## config.mk

```make
export PLATFORM = sky130hd
export DESIGN_NAME = mem_port_arbiter
export DESIGN_NICKNAME = d
export VERILOG_FILES = /design/src/rtl/mem_port_arbiter.sv
export SDC_FILE = /design/constraint.sdc
export NUM_CORES = 1
export LEC_CHECK = 0
export ABC_AREA = 0
export CAP_MARGIN = 15
export CORE_ASPECT_RATIO = 0.7
export CORE_MARGIN = 2
export CORE_UTILIZATION = 41
export CTS_CLUSTER_SIZE = 8
export DETAILED_ROUTE_END_ITERATION = 10
export PLACE_DENSITY = 0.87
export SYNTH_ARGS = -nofsm -noshare
export SYNTH_HDL_FRONTEND = slang
export SYNTH_SLANG_ARGS = --single-unit
```

## constraint.sdc

```tcl
create_clock -name clk_i -period 4.9 [get_ports clk_i]
set_clock_uncertainty 0.2 [all_clocks]
set_input_delay 1.47 -clock clk_i [delete_from_list [all_inputs] [get_ports clk_i]]
set_output_delay 1.47 -clock clk_i [all_outputs]
set_load 0.1 [all_outputs]
```

## src/rtl/mem_port_arbiter.sv

```systemverilog
// Single-port memory arbiter: shares one fixed-latency memory between the fetch (IF)
// and data (MEM) stages. Data has priority, and a fetch starvation limit bounds that priority.
module mem_port_arbiter #(
   parameter int unsigned AW         = 32,
   parameter int unsigned DW         = 32,
   parameter int unsigned MEM_LAT    = 2,
   parameter int unsigned STARVE_LIM = 4
) (
   input  logic          clk_i,
   input  logic          resetn_i,
   input  logic          if_req_i,
   input  logic [AW-1:0] if_addr_i,
   output logic [DW-1:0] if_rdata_o,
   output logic          if_ready_o,
   input  logic          dm_req_i,
   input  logic          dm_we_i,
   input  logic [AW-1:0] dm_addr_i,
   input  logic [DW-1:0] dm_wdata_i,
   output logic [DW-1:0] dm_rdata_o,
   output logic          dm_ready_o,
   output logic          mem_en_o,
   output logic          mem_we_o,
   output logic [AW-1:0] mem_addr_o,
   output logic [DW-1:0] mem_wdata_o,
   input  logic [DW-1:0] mem_rdata_i,
   output logic          stall_if_o,
   output logic          stall_mem_o,
   output logic          busy_o
);

   localparam int unsigned SW = $clog2(STARVE_LIM + 1);
   localparam int unsigned LW = $clog2(MEM_LAT + 1);
   localparam logic [SW-1:0] STARVE_MAX = SW'(STARVE_LIM);
   localparam logic [LW-1:0] LAT_INIT   = LW'(MEM_LAT);
   localparam logic [LW-1:0] LAT_ONE    = LW'(1);

   typedef enum logic [1:0] {
      IDLE,
      ACCESS,
      WAIT,
      RESP
   } state_e;

   state_e        state_q, state_d;
   logic [SW-1:0] starve_q, starve_d;
   logic [LW-1:0] lat_q, lat_d;
   logic [DW-1:0] rdata_q, rdata_d;
   logic [AW-1:0] addr_q, addr_d;
   logic [DW-1:0] wdata_q, wdata_d;
   logic          we_q, we_d;
   logic          gnt_if_q, gnt_if_d;
   logic          grant_if;

   always_ff @(posedge clk_i) begin
      if (!resetn_i) begin
         state_q  <= IDLE;
         starve_q <= '0;
         lat_q    <= '0;
         rdata_q  <= '0;
         addr_q   <= '0;
         wdata_q  <= '0;
         we_q     <= 1'b0;
         gnt_if_q <= 1'b0;
      end else begin
         state_q  <= state_d;
         starve_q <= starve_d;
         lat_q    <= lat_d;
         rdata_q  <= rdata_d;
         addr_q   <= addr_d;
         wdata_q  <= wdata_d;
         we_q     <= we_d;
         gnt_if_q <= gnt_if_d;
      end
   end

   always_comb begin
      state_d  = state_q;
      starve_d = starve_q;
      lat_d    = lat_q;
      rdata_d  = rdata_q;
      addr_d   = addr_q;
      wdata_d  = wdata_q;
      we_d     = we_q;
      gnt_if_d = gnt_if_q;
      // MEM holds the older instruction, so fetch only wins when data is idle or starved out.
      grant_if = if_req_i && (!dm_req_i || (starve_q == STARVE_MAX));

      case (state_q)
         IDLE: begin
            if (if_req_i || dm_req_i) begin
               state_d  = ACCESS;
               gnt_if_d = grant_if;
               if (grant_if) begin
                  addr_d   = if_addr_i;
                  we_d     = 1'b0;
                  starve_d = '0;
               end else begin
                  addr_d  = dm_addr_i;
                  we_d    = dm_we_i;
                  wdata_d = dm_wdata_i;
                  if (!if_req_i) begin
                     starve_d = '0;
                  end else if (starve_q != STARVE_MAX) begin
                     starve_d = starve_q + SW'(1);
                  end
               end
            end
         end
         ACCESS: begin
            state_d = WAIT;
            lat_d   = LAT_INIT;
         end
         WAIT: begin
            lat_d = lat_q - LW'(1);
            if (lat_q == LAT_ONE) begin
               if (!we_q) begin
                  rdata_d = mem_rdata_i;
               end
               state_d = RESP;
            end
         end
         RESP: begin
            state_d = IDLE;
         end
         default: begin
            state_d = IDLE;
         end
      endcase
   end

   assign mem_en_o    = (state_q == ACCESS);
   assign mem_we_o    = (state_q == ACCESS) && we_q;
   assign mem_addr_o  = addr_q;
   assign mem_wdata_o = wdata_q;
   assign if_ready_o  = (state_q == RESP) && gnt_if_q;
   assign dm_ready_o  = (state_q == RESP) && !gnt_if_q;
   assign if_rdata_o  = rdata_q;
   assign dm_rdata_o  = rdata_q;
   assign stall_if_o  = if_req_i && !if_ready_o;
   assign stall_mem_o = dm_req_i && !dm_ready_o;
   assign busy_o      = (state_q != IDLE);

endmodule

```

==> results.md <==
- Status: completed
- #FFs+latches synth: approximately 110
- H-tree depth: 3
- Adder-Cell Fraction of Synth Area: ~2.0%
- 1st-pass router iterations: 5
- Worst Slack Setup Final: 0.5812 ns
- Mapped Cells: 533
- # rows: 31
- CTS Buf Count: 9
- Clock Path Buffers: 2
- P_sw: 1.554 mW
- Diode count: 0
- Die Area: around 12000 um2
- Commonest non-fill, non-tap cell in the layout: clkdlybuf4s50_1
- Post-route total power: 3.315 mW
- Fin. Hold Viols: 0
- Power per cell area: 461.7 nW/um2
- Crit path kind: in -> out
- Post-DRT Antenna Nets: 0
- CTS sink count: 105
- Worst Path Max Fanout: 9
- Area of the multi-input gates: 1832 um2
- Syn nets: 673
- Setup violators final: 0
- First DRT Iteration DRCs: between 200 and 250
- Peak Freq: 231.5 MHz
- Largest family of logic cells by synthesized area: compound AO/OA/AOI/OAI gates
- Worst-Margin Slew: 1.022 ns
- Core ar.: 10470 um2
- DRC Markers: 0
- Vias in the first global route: between 4000 and 5000
- P&R area growth vs syn: 60.32%
- Worst hold slack: 0.2728 ns
- Fillcell total: 792
- Via density: 5.426
- Part of the power in combinational logic: 48.6%
- IO Count: 268
- Synth Area in Compound Gates: 22.72%
- Detailed-route via count: around 4700
- Initial antenna violation count: 0
- RSZ-0062 raised after global routing: false
- Simple-gate portion of the synthesized area: approximately 16%
- Port Buffer Count: 267
- Reg power frac: 31.0%
- Area leader, netlist: dfxtp_1
- Worst setup SP type: input port
- Place WS: between 0.5 and 0.6 ns
- TNS Setup: 0 ns
- Leak: 2.480 nW
- Width of the chip: 128.9 um
- Final WL: 15060 um
- Clk pwr share: 20.4%
- Reg clk slew, reported paths: 0.07 ns
- Top cell type's share of synthesized area: 46.94%
- CP Launch Point: if_req_i
- CTS tree: built
- Mapped Area: 4478 um2
- P_int: 1.761 mW
- Crit path capture type: primary output
- First-pass GRT wire length: ~24000 um
- Commonest cells after routing, fill and taps aside: 265 x clkdlybuf4s50_1, 105 x dfxtp_1, 102 x a21oi_1
- Final period util: 88.14%
- Worst EP required: 3.23 ns
- Pin count of the biggest net entering global routing: 56
- Mux contribution to synthesized area: 0%
- GRT overflow: 0
- Dpl cell area: 6872 um2
- Post-synthesis sequential area ratio: 46.94%
- Latest clock arrival within the worst-skew pair: 0.34 ns
- R2R Path Start: state_q[1]$_SDFFE_PN0P_
- Max Cap Violations: 0
- Post-CTS setup buffers: 0
- Hold path start: dm_rdata_o[10]$_SDFFE_PN0P_
- Post-CTS Resized: 0
- RD Place Congestion: 0.8044
- Root buffer cell: clkbuf_16
- Worst min path class: reg -> reg
- Top post-synthesis cells by area: dfxtp_1 47%, a21oi_1 11%, nand3_1 7.4%
- Initial core utilization: 42.76%
- Xor/xnor share of the synthesized area: 0%
- WL/cell: 17.29 um
- Avg Inst Size Synth: 8.402 um2
- Final Cell Area: ~7200 um2
- Hold-fix buffers at CTS: 0
- Share of cells above drive strength 1: 3.924%
- Worst VDD drop: 346.0 uV
- Die Span Y: 91.44 um
- Total Routing Usage GR: 24.89%
- Yosys warning total: 0
- Register area: 2102 um2
- CP arrival: 2.65 ns
- Max-slew violations: 0
- Total Nets Final: 875
- Tmin final: ~4.3 ns
- Sw Ratio: 46.87%
- Detailed placement HPWL: 10750 um
- Rel. slew slack: 31.65%
- Synth cell types: 30
## power by group through the flow
stage               Clock [mW]  Sequential, mW  Combinational (mW)
detailed placement           0            1.05                1.61
global placement             0            1.04                1.58
CTS                      0.697            1.03                1.61
finish                   0.677            1.03                1.61
global route             0.731            1.04                1.68
floorplan                    0            1.74               0.509
## kinds of logic (layout without fill, tap and decap cells)
logic type / after synthesis / after routing
AO/OA/AOI/OAI: 175 / 175
buffers and inverters: 91 / 297
AND/OR/NAND/NOR: 155 / 155
adder cells (fa/ha/maj): 7 / 7
flip-flops: 105 / 105
## path summary, 6_finish.rpt
path	to	slack [ns]	depth (start not counted)
setup / recovery	stall_if_o	0.58	3
hold / removal	dm_rdata_o[10]$_SDFFE_PN0P_	0.27	2
setup reg to reg	mem_addr_o[21]$_SDFFE_PN0P_	2.53	6
hold reg to reg	dm_rdata_o[10]$_SDFFE_PN0P_	0.27	2
## area by class of cell
cell class	instances	area share, %
multi-input combinational	337	25.51
inverter	8	0.4183
clock inverter	4	0.4008
clock buffer	11	3.520
timing repair buffer	274	38.57
sequential	105	29.28
tap	132	2.300
## cell usage after synthesis (all sizes together)
master and instances:
a22oi 1, and3b 2, nor2b 3, and3 1, nand3 66, ha 7
a31oi 1, nand3b 2, buf 56, clkbuf 27, a21o 1, a21bo 1
nand2 69, nand2b 2, nor2 2, nor3b 1, o211ai 1, and2 4
inv 8, dfxtp 105, a32oi 33, o21ai 35, a21oi 102, nand4 2
or3b 1
## state kept, by name, summed over array words and instances, names as in the netlist
register     count
dm_rdata_o      32
mem_addr_o      32
mem_wdata_o     32
starve_q         3
lat_q            2
state_q          2
gnt_if_q         1
we_q             1
## routing by layer
| layer | GRT usage, % | vias to the layer above | wire (um) | part of all wire [%] |
|---|---|---|---|---|
| met1 | 28.42 | 2229 | 5886 | 39 |
| li1 | - | 2251 | - | - |
| met3 | 7.602 | 32 | 1203 | 8.0 |
| met4 | 7.246 | 0 | 278 | 1.8 |
| met5 | 0 | - | 0 | 0 |
| met2 | 44.58 | 214 | 7691 | 51 |
## through the flow
step | std cells | utilization [%]
6_report | 871 | 68.55
5_1_grt | 871 | 68.55
4_1_cts | 869 | 68.30
3_5_place_dp | 854 | 65.62
3_3_place_gp | 854 | 65.62
2_1_floorplan | 533 | -
## critical path, stage by stage
cell and delay [ns]:
clkdlybuf4s50_1 0.69, nor2b_1 0.27, buf_12 0.21
No activity file was read; power rests on OpenSTA's default activity.
